## config.mk

```make
export PLATFORM = sky130hd
export DESIGN_NAME = serial_addsub
export DESIGN_NICKNAME = d
export VERILOG_FILES = /design/src/rtl/serial_addsub_pkg.sv /design/src/rtl/serial_fa_cell.sv /design/src/rtl/serial_addsub.sv
export SDC_FILE = /design/constraint.sdc
export NUM_CORES = 1
export LEC_CHECK = 0
export CAP_MARGIN = 30
export CORE_MARGIN = 2
export CORE_UTILIZATION = 47
export CTS_CLUSTER_SIZE = 25
export DETAILED_ROUTE_END_ITERATION = 6
export HOLD_SLACK_MARGIN = 0.1
export PLACE_DENSITY_LB_ADDON = 0.3
export SYNTH_ARGS = -nofsm -noshare
export SYNTH_HDL_FRONTEND = slang
export SYNTH_SLANG_ARGS = --single-unit
```

## constraint.sdc

```tcl
create_clock -name clk -period 4.9 [get_ports clk]
set_clock_uncertainty 0.05 [all_clocks]
set_input_delay 1.225 -clock clk [delete_from_list [all_inputs] [get_ports clk]]
set_output_delay 1.225 -clock clk [all_outputs]
set_load 0.02 [all_outputs]
```

## src/rtl/serial_addsub_pkg.sv

```systemverilog
// Shared types and constants for the bit-serial adder/subtractor.
package serial_addsub_pkg;

    typedef enum logic [1:0] {
        IDLE = 2'd0,
        RUN  = 2'd1,
        DONE = 2'd2
    } state_t;

    localparam logic CTRL_ADD = 1'b0;
    localparam logic CTRL_SUB = 1'b1;

endpackage

```

## src/rtl/serial_fa_cell.sv

```systemverilog
// Single-bit full-adder / full-subtractor cell shared over time by serial_addsub.
module serial_fa_cell
    import serial_addsub_pkg::*;
(
    input  logic a,
    input  logic b,
    input  logic c,
    input  logic ctrl,
    output logic s,
    output logic c_out
);

    // Sum/difference bit is the same XOR; only the carry/borrow term differs.
    always_comb begin
        s = a ^ b ^ c;
        if (ctrl == CTRL_SUB) begin
            c_out = (~a & b) | (~a & c) | (b & c);
        end else begin
            c_out = (a & b) | (c & (a ^ b));
        end
    end

endmodule

```

## src/rtl/serial_addsub.sv

```systemverilog
// Bit-serial add/subtract: latches operands on start, processes one bit per
// clock LSB first, and presents the result with a one-cycle done pulse.
module serial_addsub
    import serial_addsub_pkg::*;
#(
    parameter int WIDTH = 4
) (
    input  logic             clk,
    input  logic             rst_n,
    input  logic             start,
    input  logic             ctrl,
    input  logic             cin,
    input  logic [WIDTH-1:0] a,
    input  logic [WIDTH-1:0] b,
    output logic             busy,
    output logic             done,
    output logic [WIDTH-1:0] s,
    output logic             cout
);

    localparam int CW = $clog2(WIDTH);
    localparam logic [CW-1:0] CNT_LAST = CW'(WIDTH - 1);

    state_t         state;
    state_t         state_nxt;
    logic [WIDTH-1:0] sha;
    logic [WIDTH-1:0] shb;
    logic [WIDTH-1:0] res;
    logic           op;
    logic           carry;
    logic [CW-1:0]  cnt;
    logic           fa_s;
    logic           fa_c;

    serial_fa_cell u_cell (
        .a     (sha[0]),
        .b     (shb[0]),
        .c     (carry),
        .ctrl  (op),
        .s     (fa_s),
        .c_out (fa_c)
    );

    // State register.
    always_ff @(posedge clk or negedge rst_n) begin
        if (!rst_n) begin
            state <= IDLE;
        end else begin
            state <= state_nxt;
        end
    end

    // Next-state logic and handshake outputs.
    always_comb begin
        state_nxt = state;
        busy      = 1'b0;
        done      = 1'b0;
        case (state)
            IDLE: begin
                if (start) begin
                    state_nxt = RUN;
                end
            end
            RUN: begin
                busy = 1'b1;
                if (cnt == CNT_LAST) begin
                    state_nxt = DONE;
                end
            end
            DONE: begin
                busy      = 1'b1;
                done      = 1'b1;
                state_nxt = IDLE;
            end
            default: state_nxt = IDLE;
        endcase
    end

    // Operand shift registers, carry, counter and result registers.
    // s/cout are loaded on the edge that enters DONE so the new result is
    // visible in the same cycle as the done pulse.
    always_ff @(posedge clk or negedge rst_n) begin
        if (!rst_n) begin
            sha   <= '0;
            shb   <= '0;
            res   <= '0;
            op    <= CTRL_ADD;
            carry <= 1'b0;
            cnt   <= '0;
            s     <= '0;
            cout  <= 1'b0;
        end else begin
            case (state)
                IDLE: begin
                    if (start) begin
                        sha   <= a;
                        shb   <= b;
                        op    <= ctrl;
                        carry <= cin;
                        cnt   <= '0;
                    end
                end
                RUN: begin
                    sha   <= sha >> 1;
                    shb   <= shb >> 1;
                    res   <= {fa_s, res[WIDTH-1:1]};
                    carry <= fa_c;
                    cnt   <= cnt + CW'(1);
                    if (cnt == CNT_LAST) begin
                        s    <= {fa_s, res[WIDTH-1:1]};
                        cout <= fa_c;
                    end
                end
                default: ;
            endcase
        end
    end

endmodule
```

==> results of run 1 <==
-- metal layers --
metal,up-vias,global-route usage
li1,386,-
met4,0,0.0769
met2,16,0.290
met1,385,0.246
met5,-,0
met3,4,0.0282
-- cells by family (layout without fill, tap and decap cells) --
logic type,count (synthesis),in the layout
adder cells (fa/ha/maj),6,6
multiplexers,10,10
AND/OR/NAND/NOR,24,24
flip-flops,22,22
AO/OA/AOI/OAI,25,25
buffers and inverters,12,30
-- per-stage QoR --
step	hold WS (ns)	utilization	power, mW
6_report	0.446	0.612	0.893
5_1_grt	0.496	0.612	0.968
4_1_cts	0.457	0.599	0.900
3_5_place_dp	0.429	0.583	0.798
3_3_place_gp	0.415	0.583	0.778
2_1_floorplan	0.401	-	0.690
-- final timing paths --
check / from / end / slack (ns) / cells after the start
min in group asynchronous: rst_n / res[2] / 1.06 / 1
max reg2reg: state[0] / shb[0] / 2.67 / 5
min reg2reg: s[3] / s[3] / 0.45 / 2
max in group asynchronous: rst_n / shb[2] / 3.39 / 2
min: s[3] / s[3] / 0.45 / 2
max: state[0] / busy / 2.01 / 3
-- flip-flops by register name, summed over array words and instances, names as in the netlist, 2 cells and up --
name,cells
res,3
sha,4
cnt,2
state,2
shb,4
s,4
-- synth_stat cells, types with 2 or more instances --
cell type	number
buf_4	2
nand2_1	5
mux2_2	8
buf_6	3
inv_1	6
mux2i_1	2
fa_1	2
dfrtp_1	22
nand2b_1	8
a221o_1	7
nand3_1	7
a21oi_1	9
o21ai_0	6
ha_1	4
-- report_power, final --
group / internal, mW / total (mW) / switching, mW
sequential: 0.266 / 0.323 / 0.0569
clock: 0.0454 / 0.0992 / 0.0539
combinational: 0.231 / 0.471 / 0.240
-- area by class of cell --
cell class / count / area [um^2]
Sequential cell: 22 / 551
Fill cell: 197 / 867
Inverter: 6 / 22.5
Tap cell: 28 / 35.0
Multi-Input combinational cell: 65 / 504
Timing Repair Buffer: 20 / 218
Clock buffer: 4 / 36.3
-- worst register-to-register path, cell delays in order, from the launching register on --
cell	delay (ns)
dfrtp_1	0.40
inv_1	0.10
ha_1	0.56
nor2b_2	0.56
nor2_4	0.13
a221o_1	0.33
==> results.json, run 1 <==
{
  "status": "complete, no violations",
  "fp.dieH_um": 53.1,
  "syn2layout_area_growth_pct": 20.8,
  "yosysWarnings": 0,
  "vias_per_cell": 5.46,
  "diodes": 0,
  "placed_cells": 140,
  "place_area_um2": 1300,
  "synth_compound_area_frac": 0.148,
  "fmax_mhz": 346,
  "place_congestion": 0.757,
  "die-area_um2": 2810,
  "clk_path_buf_depth": 2,
  "highest_layer": "met4",
  "cp_max_fo": 3,
  "grtUsageTotal": 0.182,
  "synth_xor_xnor_area_share": 0,
  "fin_crit_ns": 2.89,
  "grt_max_degree": 23,
  "antenna_found_initial": 0,
  "grt_pass1_wl_um": 3680,
  "crit_type": "flop to output pin",
  "final_cell_mix": "dfrtp_1 (22), clkdlybuf4s50_1 (19), a21oi_1 (9)",
  "start_kind": "flop",
  "crit_path_cell_trace": "inv_1, ha_1, clkdlybuf4s50_1",
  "routed-wl-met3_um": 61,
  "min_path_type": "flop to flop",
  "cts_root_buf": "clkbuf_4",
  "cp_num_buf_inv": 2,
  "yosys.area.top_type": "dfrtp_1",
  "final_cells": 145,
  "synth.area.mux_share": 0.0973,
  "vias": 791,
  "synth_area_leaders": "dfrtp_1 (49%), mux2_2 (8.0%), a221o_1 (6.2%), ha_1 (4.4%), nand2b_1 (4.4%)",
  "slew_viol_final": 0,
  "port_buffers": 19,
  "fin_ws_ns": 2.01,
  "coreArea_um2": 2230,
  "h-tree-depth": 1,
  "synth-edff-count": 0,
  "setup_viol": 0,
  "cts_buffers": 3,
  "dp_hpwl_um": 1510,
  "synth_top_family_by_area": "compound AO/OA/AOI/OAI gates",
  "drv_cap": 0,
  "drt_iter0_markers": 17,
  "avgSynthCellArea_um2": 11.4,
  "synth_cells": 99,
  "ant_nets": 0,
  "clkSinkCount": 22,
  "p_leak_nw": 0.588,
  "cts_tree": "built",
  "wl_met2_um": 992,
  "slew_headroom": 0.588,
  "grt_remaining_overflow": 0,
  "final_area_um2": 1370,
  "path_clk_slew_ns": 0.12,
  "nets": 137,
  "powerDensity_nw_per_um2": 654,
  "drive_gt1_frac": 0.137,
  "final_common_cell": "dfrtp_1",
  "post_cts_buffers": 0,
  "core.rowCount": 17,
  "postCtsHoldBufs": 0,
  "path_delay_family": "buffers and inverters",
  "synth_cell_types": 22,
  "synth-simple-area-share": 0.121,
  "worst_slew_pin_slew_ns": 0.619,
  "synth.ff_latch_count": 22,
  "ys.flop_type": "dfrtp_1",
  "synth_top_area_frac": 0.487,
  "cp-end-kind": "output pin",
  "hold_violations": 0,
  "worstPathRequired_ns": 3.62,
  "grt_pass1_vias": 808,
  "syn_area_um2": 1130,
  "clk_latency_ns": 0.31,
  "route.detailed.drc": 0,
  "synthAdderAreaFrac": 0.0796,
  "fin_crit_sh": 0.590,
  "worstPathArrival_ns": 1.61,
  "crit_slowest_cell": "clkdlybuf4s50_1",
  "ys_async_sr_fraction": 1.00,
  "avgRoutedWirePerCell_um": 14.2,
  "wl_met1_um": 989,
  "routed_wl_um": 2070,
  "rsz0062_at_grt": "false",
  "dpl_worst_slack_ns": 1.88,
  "initial_utilization": 0.506,
  "fin_setup_tns_ns": 0,
  "fp.dieW_um": 53.1,
  "ios": 20,
  "max_stage_delay_ns": 0.59,
  "irDropWorstVdd_mv": 0.467,
  "yosysSeqAreaShare": 0.487,
  "cts_resized": 0,
  "syn-num-nets": 118,
  "drtPass1Iterations": 4
}
(Power assumes the default switching activity.)
==> run 2, diff against run 1 <==
- clock period: 4.9 -> 2.9 ns (I/O delays scaled with it)
==> run 2 against run 1 <==
  * Register-to-register slack got worse by 1.7 ns
  * Design area fell by 1.4%
  * Via count is 3.7% higher
==> results.json, run 2 (synthesis results as in run 1) <==
{
  "status": "complete, no violations",
  "reg2reg_depth": 6,
  "fmax_mhz": 419,
  "crit_slowest_cell": "clkdlybuf4s50_1",
  "placed_cells": 143,
  "clk_path_buf_depth": 2,
  "slew_viol_final": 0,
  "vias": 820,
  "diodes": 0,
  "wl_met2_um": 1140,
  "fp.dieH_um": 53.1,
  "grt_pass1_vias": 834,
  "port_buffers": 19,
  "cts_tree": "built",
  "drt_iter0_markers": 25,
  "cp-end-kind": "output pin",
  "place_congestion": 0.759,
  "fin_crit_sh": 0.823,
  "cp_num_buf_inv": 2,
  "post_cts_buffers": 0,
  "path_delay_family": "buffers and inverters",
  "nets": 139,
  "initial_utilization": 0.506,
  "core.rowCount": 17,
  "crit_type": "flop to output pin",
  "routed-wl-met3_um": 91,
  "irDropWorstVdd_mv": 0.846,
  "path_clk_slew_ns": 0.11,
  "final_cell_mix": "dfrtp_1 (22), clkdlybuf4s50_1 (19), a21oi_1 (9)",
  "grt_max_degree": 23,
  "crit_path_cell_trace": "inv_1, ha_1, clkdlybuf4s50_1",
  "rsz0062_at_grt": "false",
  "reg2reg_to": "sha[2]",
  "clkSinkCount": 22,
  "grt_remaining_overflow": 0,
  "p_leak_nw": 0.583,
  "postCtsHoldBufs": 0,
  "antenna_found_initial": 0,
  "slew_headroom": 0.587,
  "drive_gt1_frac": 0.144,
  "setup_viol": 0,
  "ant_nets": 0,
  "clk_latency_ns": 0.30,
  "drv_cap": 0,
  "avgRoutedWirePerCell_um": 15.0,
  "cp_max_fo": 3,
  "min_path_type": "flop to flop",
  "path_depth": 3,
  "cp-endpoint": "busy",
  "route.detailed.drc": 0,
  "max_stage_delay_ns": 0.60,
  "h-tree-depth": 1,
  "worst_slew_pin_slew_ns": 0.619,
  "syn2layout_area_growth_pct": 19.1,
  "dp_hpwl_um": 1600,
  "drtPass1Iterations": 4,
  "wl_met1_um": 923,
  "r2r-start": "state[0]",
  "die-area_um2": 2810,
  "vias_per_cell": 5.62,
  "powerDensity_nw_per_um2": 1100,
  "fin_crit_ns": 2.39,
  "worstPathRequired_ns": 2.12,
  "dpl_worst_slack_ns": 0.709,
  "r2r_slack_ns": 0.95,
  "fin_setup_tns_ns": 0,
  "cts_root_buf": "clkbuf_4",
  "worstPathArrival_ns": 1.61,
  "hold_violations": 0,
  "fin_util": 0.603,
  "final_common_cell": "dfrtp_1",
  "final_cells": 146,
  "cts_resized": 0,
  "start_kind": "flop",
  "coreArea_um2": 2230,
  "reg.largest.list": "s: 4 flops, sha: 4 flops, shb: 4 flops",
  "fin_ws_ns": 0.514,
  "grtUsageTotal": 0.188,
  "crit_path_start": "state[0]",
  "fp.dieW_um": 53.1,
  "highest_layer": "met4",
  "grt_pass1_wl_um": 3750,
  "cts_buffers": 3,
  "ios": 20,
  "routed_wl_um": 2180
}
## run 2: area by class of cell
type                    instances  area, um^2
fillers                       204         886
flip-flops and latches         22         551
multi-input cells              65         504
repair buffers                 22         213
well taps                      28        35.0
clock buffers                   3        22.5
inverters                       6        22.5
## run 2: how the worst min path moves through the flow
| stage | startpoint | end | slack [ns] | cells past startpoint |
|---|---|---|---|---|
| after floorplan | rst_n | carry | 0.38 | 0 |
| after global placement | s[2] | s[2] | 0.41 | 2 |
| after detailed placement | s[3] | s[3] | 0.43 | 2 |
| after CTS | s[3] | s[3] | 0.46 | 2 |
| after global routing | s[0] | s[0] | 0.49 | 1 |
| final | s[3] | s[3] | 0.44 | 2 |
## run 2: layer usage
layer | track usage | up-vias
li1 | - | 386
met1 | 0.240 | 412
met2 | 0.306 | 18
met3 | 0.0367 | 4
met4 | 0.0855 | 0
met5 | 0 | -
## run 2: power by group
group / total, mW / leakage (nW) / switching [mW] / internal, mW
Clock: 0.135 / 0.0138 / 0.0868 / 0.0485
Sequential: 0.548 / 0.275 / 0.0983 / 0.450
Combinational: 0.804 / 0.294 / 0.409 / 0.395
## run 2: per-stage QoR
stage | hold WS, ns | cell area [um^2] | power (mW)
after floorplan | 0.379 | 1130 | 1.17
after global placement | 0.415 | 1330 | 1.32
after detailed placement | 0.429 | 1330 | 1.37
after CTS | 0.457 | 1350 | 1.51
after global routing | 0.492 | 1350 | 1.62
final | 0.443 | 1350 | 1.49
## run 2: worst reg2reg max path: stages, from the launching register on
cell and delay (ns):
dfrtp_1 0.40, inv_1 0.10, ha_1 0.15, buf_4 0.21
nor2b_2 0.49, nor2_4 0.13, a221o_1 0.32
==> edit 1: new RTL, settings of run 2 <==
Encoding of `state_t`: now one-hot (3 bits for 3 states).
--- a/src/rtl/serial_addsub_pkg.sv
+++ b/src/rtl/serial_addsub_pkg.sv
@@ -3,6 +3,6 @@
 
-    typedef enum logic [1:0] {
-        IDLE = 2'd0,
-        RUN  = 2'd1,
-        DONE = 2'd2
+    typedef enum logic [2:0] {
+        IDLE = 3'b001,
+        RUN  = 3'b010,
+        DONE = 3'b100
     } state_t;
Formal check against the unedited RTL: no difference found for any inputs over 10 cycles, from zero or initial values and one cycle with rst_n low; not proved beyond that.
==> edit 1 against run 2 <==
  * Sequential power is 2% higher
  * Power is 25% lower
  * Sequential cell count is 1 higher
  * Worst setup slack worse by 0.35 ns
  * Register-to-register slack better by 0.32 ns
  * Routed wire length is 23% lower
  * Largest cell class unchanged
  * Area after synthesis is 9.2% lower
  * Highest routed layer unchanged
  * Largest power group is now sequential cells
  * Cell area is 7.1% lower
==> edit 1: results (changes against run 2) <==
* H-tree Lvls at 1 (unchanged)
* Reg2reg end: cnt[0] (was sha[2])
* Startpoint types: register (unchanged)
* Worst path arrival time at 1.96 ns (was 1.61 ns)
* Fill cell total of the finished layout at 177 (was 204)
* CTS Root Cell: clkbuf_4 (unchanged)
* Largest net degree at the start of global routing at 24 (was 23)
* Leakage at 0.000565 µW (was 0.000583 µW)
* CTS Buffer Depth at 2 (unchanged)
* Fmax achieved at 0.366 GHz (was 0.419 GHz)
* Cells on worst reg2reg path at 3 (was 6)
* Syn Nets at 97 (was 118)
* Worst vdd ir at 0.541 mV (was 0.846 mV)
* Reg2Reg Launch Point: state[2] (was state[0])
* Slew headroom at 56.7% (was 58.7%)
* Overall Global Routing Usage at 15.3% (was 18.8%)
* Vias in the first global route at 695 (was 834)
* Synth top cells by count: dfrtp_1, nand2_1, mux2i_1 (was dfrtp_1, a21oi_1, mux2_2, nand2b_1)
* DP Worst Slack at 0.494 ns (was 0.709 ns)
* Synth Warn # at 0 (unchanged)
* Port Buffers at 19 (unchanged)
* Hpwl dp at 1.26 mm (was 1.60 mm)
* Routability Congestion at 0.729 (was 0.759)
* Ranking of synthesized cells by area: dfrtp_1, mux2i_1, nand2_1, mux2_1, fa_1 (was dfrtp_1, mux2_2, a221o_1, ha_1, nand2b_1)
* Post-CTS setup buffers at 0 (unchanged)
* Netlist cell types at 23 (was 22)
* Number of DRC markers in iteration 0 at 0 (was 25)
* Num CTS Buffers at 3 (unchanged)
* Number of vias per cell at 5.05 (was 5.62)
* Crit path max fanout at 7 (was 3)
* Final net count at 118 (was 139)
* First-pass GRT wire length at 2.97 mm (was 3.75 mm)
* Setup crit end: busy (unchanged)
* Share of cells above drive strength 1 at 8.91% (was 14.4%)
* Sequential share of the synthesized area at 56.2% (was 48.7%)
* Status: complete, no violations (unchanged)
* # resized after CTS at 0 (unchanged)
* WL per Instance at 13.2 µm (was 15.0 µm)
* Antenna fix cells at 0 (unchanged)
* First drt pass iteration count at 1 (was 4)
* R2r setup slk at 1.27 ns (was 0.95 ns)
==> edit 1: cell types whose count changed after synthesis, moves of 4 or more <==
cell,run 2,this run
nand2_1,5,15
a21oi_1,9,0
o21ai_0,6,1
a221o_1,7,0
inv_1,6,2
nand3_1,7,0
nand2b_1,8,1
mux2i_1,2,9
mux2_2,8,1
o21ai_1,0,8
mux2_1,0,4
==> edit 1: cell type report <==
cell class	instances	area share (%)
repair buffers	20	15.8
clock buffers	4	2.10
well taps	27	2.70
flip-flops and latches	23	46.1
inverters	2	0.600
multi-input cells	52	32.7
==> edit 1: how the worst min path moves through the flow <==
stage            from  endpoint  slack (ns)  depth (start not counted)
3_5_place_dp   res[1]    res[1]        0.41                          2
5_1_grt          s[2]      s[2]        0.49                          1
4_1_cts        res[1]    res[1]        0.44                          2
2_1_floorplan   rst_n     carry        0.38                          0
3_3_place_gp   res[1]    res[1]        0.41                          2
6_report       res[1]    res[1]        0.44                          2
==> edit 1: kinds of logic after synthesis <==
logic type / Yosys count / share of synthesized area [%]
AOI/OAI and AO/OA: 13 / 7.67
adders and majority gates: 3 / 5.12
buffers and inverters: 6 / 4.02
DFF: 23 / 56.2
muxes: 14 / 14.3
and+or+nand+nor: 22 / 12.8
==> edit 1: stage by stage <==
stage | cells | hold slack, ns | instance area, µm²
finish | 128 | 0.438 | 1250
global route | 128 | 0.492 | 1250
CTS | 128 | 0.440 | 1250
detailed placement | 124 | 0.412 | 1220
global placement | 124 | 0.414 | 1220
floorplan | 81 | 0.379 | 1030
==> edit 1: where the power goes <==
group | switching (µW) | internal (µW)
Clock | 90.7 | 53.5
Combinational | 197 | 212
Sequential | 103 | 457
==> edit 1: worst max-delay path, cell delays in order (launching register included) <==
cell and delay, ns:
dfrtp_1 0.45, or3b_1 0.49, nand2b_1 0.12, clkdlybuf4s50_1 0.60
==> edit 1: per-layer routing <==
layer,GRT usage (%),routed length [µm],vias to the layer above
met5,0,0,-
met4,4.05,5,0
met3,3.57,53,2
met2,27.2,846,11
met1,18.6,781,313
li1,-,-,321
==> edit 2: new RTL, settings of run 2 <==
Without the edit above. `WIDTH`: 4 -> 16.
--- a/src/rtl/serial_addsub.sv
+++ b/src/rtl/serial_addsub.sv
@@ -5,3 +5,3 @@
 #(
-    parameter int WIDTH = 4
+    parameter int WIDTH = 16
 ) (
Ports: changed (resized a, b and s); port bits go from 20 to 56. The function was not compared with the original's and may differ.
==> edit 2 against run 2 <==
  * Routed wire length rose by 150%
  * Sequential power rose to 3.0 times the old value
  * Sequential cell count rose by 50
  * Clock power rose to 7.0 times the old value
  * Global-route usage fell by 2.7 points
  * Core utilization rose by 1.7 points
  * Cell count rose to 2.7 times the old value
  * Power rose to 2.6 times the old value
  * Combinational power rose by 53%
  * Area after synthesis rose to 2.8 times the old value
  * Cell area rose to 3.0 times the old value
  * Worst setup slack got worse by 0.061 ns
==> edit 2: results (changes against run 2) <==
* Status: complete, no violations (unchanged)
* Routability Congestion at 0.686 (was 0.759)
* Largest registers: s x16, sha x16, shb x16 (was s x4, sha x4, shb x4)
* Hpwl dp at 3.57 mm (was 1.60 mm)
* H-tree Lvls at 3 (was 1)
* Final net count at 356 (was 139)
* Num CTS Buffers at 9 (was 3)
* Cell Count, Final, Fillers Out at 394 (was 146)
* Leakage at 0.00181 µW (was 0.000583 µW)
* Main synth FF type: dfrtp_1 (unchanged)
* Slew headroom at 41.6% (was 58.7%)
* Overall Global Routing Usage at 16.1% (was 18.8%)
* Number of vias per cell at 5.24 (was 5.62)
* Share of cells above drive strength 1 at 15.5% (was 14.4%)
* Largest net degree at the start of global routing at 73 (was 23)
* Placed Instances at 379 (was 143)
* Worst path arrival time at 1.67 ns (was 1.61 ns)
* Ranking of synthesized cells by area: dfrtp_1, mux2i_1, mux2_2, nand2_1, o21ai_0 (was dfrtp_1, mux2_2, a221o_1, ha_1, nand2b_1)
* Netlist cell types at 30 (was 22)
* # resized after CTS at 0 (unchanged)
* Worst vdd ir at 0.661 mV (was 0.846 mV)
* CTS Root Cell: clkbuf_8 (was clkbuf_4)
* Syn Nets at 304 (was 118)
* Sequential share of the synthesized area at 56.9% (was 48.7%)
* Post-synth ARST share at 100% (unchanged)
* WL per Instance at 13.8 µm (was 15.0 µm)
* First-pass GRT wire length at 9.28 mm (was 3.75 mm)
* Post-CTS setup buffers at 0 (unchanged)
* Mean post-synth cell area at 12.1 µm² (was 11.4 µm²)
* Vias in the first global route at 2129 (was 834)
* Number of DRC markers in iteration 0 at 88 (was 25)
* Clock transition at path regs at 0.07 ns (was 0.11 ns)
* Synth top cells by count: dfrtp_1, nand2_1, mux2i_1 (was dfrtp_1, a21oi_1, mux2_2, nand2b_1)
* Fill cell total of the finished layout at 516 (was 204)
* Initial antenna violation count at 0 (unchanged)
* DP Worst Slack at 0.652 ns (was 0.709 ns)
* Port Buffers at 55 (was 19)
* DRC viols at 0 (unchanged)
* Worst skew pair latency at 0.34 ns (was 0.30 ns)
[edit 2: cell count changes in the layout (fill, tap and decap cells not counted), moves of 18 or more]
cell	before	now
clkdlybuf4s50_1	19	54
dfrtp_1	22	72
mux2_2	8	28
mux2i_1	2	32
nand2_1	5	40
o21ai_0	6	24
[edit 2: routing by layer]
metal  share of wire [%]  global-route usage, %  wire [µm]  vias up
li1                    -                      -          -     1007
met1                  45                   20.0       2460     1002
met2                  49                   26.2       2650       51
met3                 5.1                   5.77        278        4
met4                0.63                   5.05         34        0
met5                   0                      0          0        -
[edit 2: cell type report]
cell class | count | share of cell area [%]
clock buffer | 10 | 3.45
clock inverter | 5 | 2.64
inverter | 4 | 0.377
multi-input combinational | 168 | 31.3
sequential | 72 | 45.2
tap | 77 | 2.42
timing repair buffer | 58 | 14.6
[edit 2: cell families after synthesis]
group | Yosys count | share of synthesized area (%)
AOI/OAI and AO/OA | 47 | 8.06
adders and majority gates | 6 | 2.84
buffers and inverters | 21 | 4.15
DFF | 72 | 56.9
muxes | 62 | 20.9
and+or+nand+nor | 53 | 7.23
[edit 2: where the power goes]
| group | leakage [µW] | switching, µW | internal [µW] | total [µW] |
|---|---|---|---|---|
| registers | 0.000920 | 241 | 1380 | 1620 |
| logic | 0.000771 | 623 | 612 | 1230 |
| clock network | 0.000115 | 356 | 590 | 946 |
| total | 0.00181 | 1220 | 2580 | 3800 |
[edit 2: per-stage QoR]
step	util, %	cell area (µm²)	total power (µW)
2_1_floorplan	-	3170	2620
3_3_place_gp	58.3	3740	2810
3_5_place_dp	58.3	3740	2880
4_1_cts	62.0	3990	3840
5_1_grt	62.0	3990	4080
6_report	62.0	3990	3800
[edit 2: worst max-delay path, stage by stage, from the launching register on]
cell and delay [ns]:
dfrtp_1 0.38, inv_1 0.09, ha_1 0.28, clkdlybuf4s50_1 0.59
[edit 2: final timing paths]
kind                       startpoint       to  slack [ns]  depth (start not counted)
max                          state[0]     busy        0.45                          3
min                            sha[1]   sha[1]        0.43                          2
max reg2reg                  state[1]  res[13]        0.75                          4
min reg2reg                    sha[1]   sha[1]        0.43                          2
max in group asynchronous       rst_n       op        1.78                          1
min in group asynchronous       rst_n     s[8]        0.44                          1
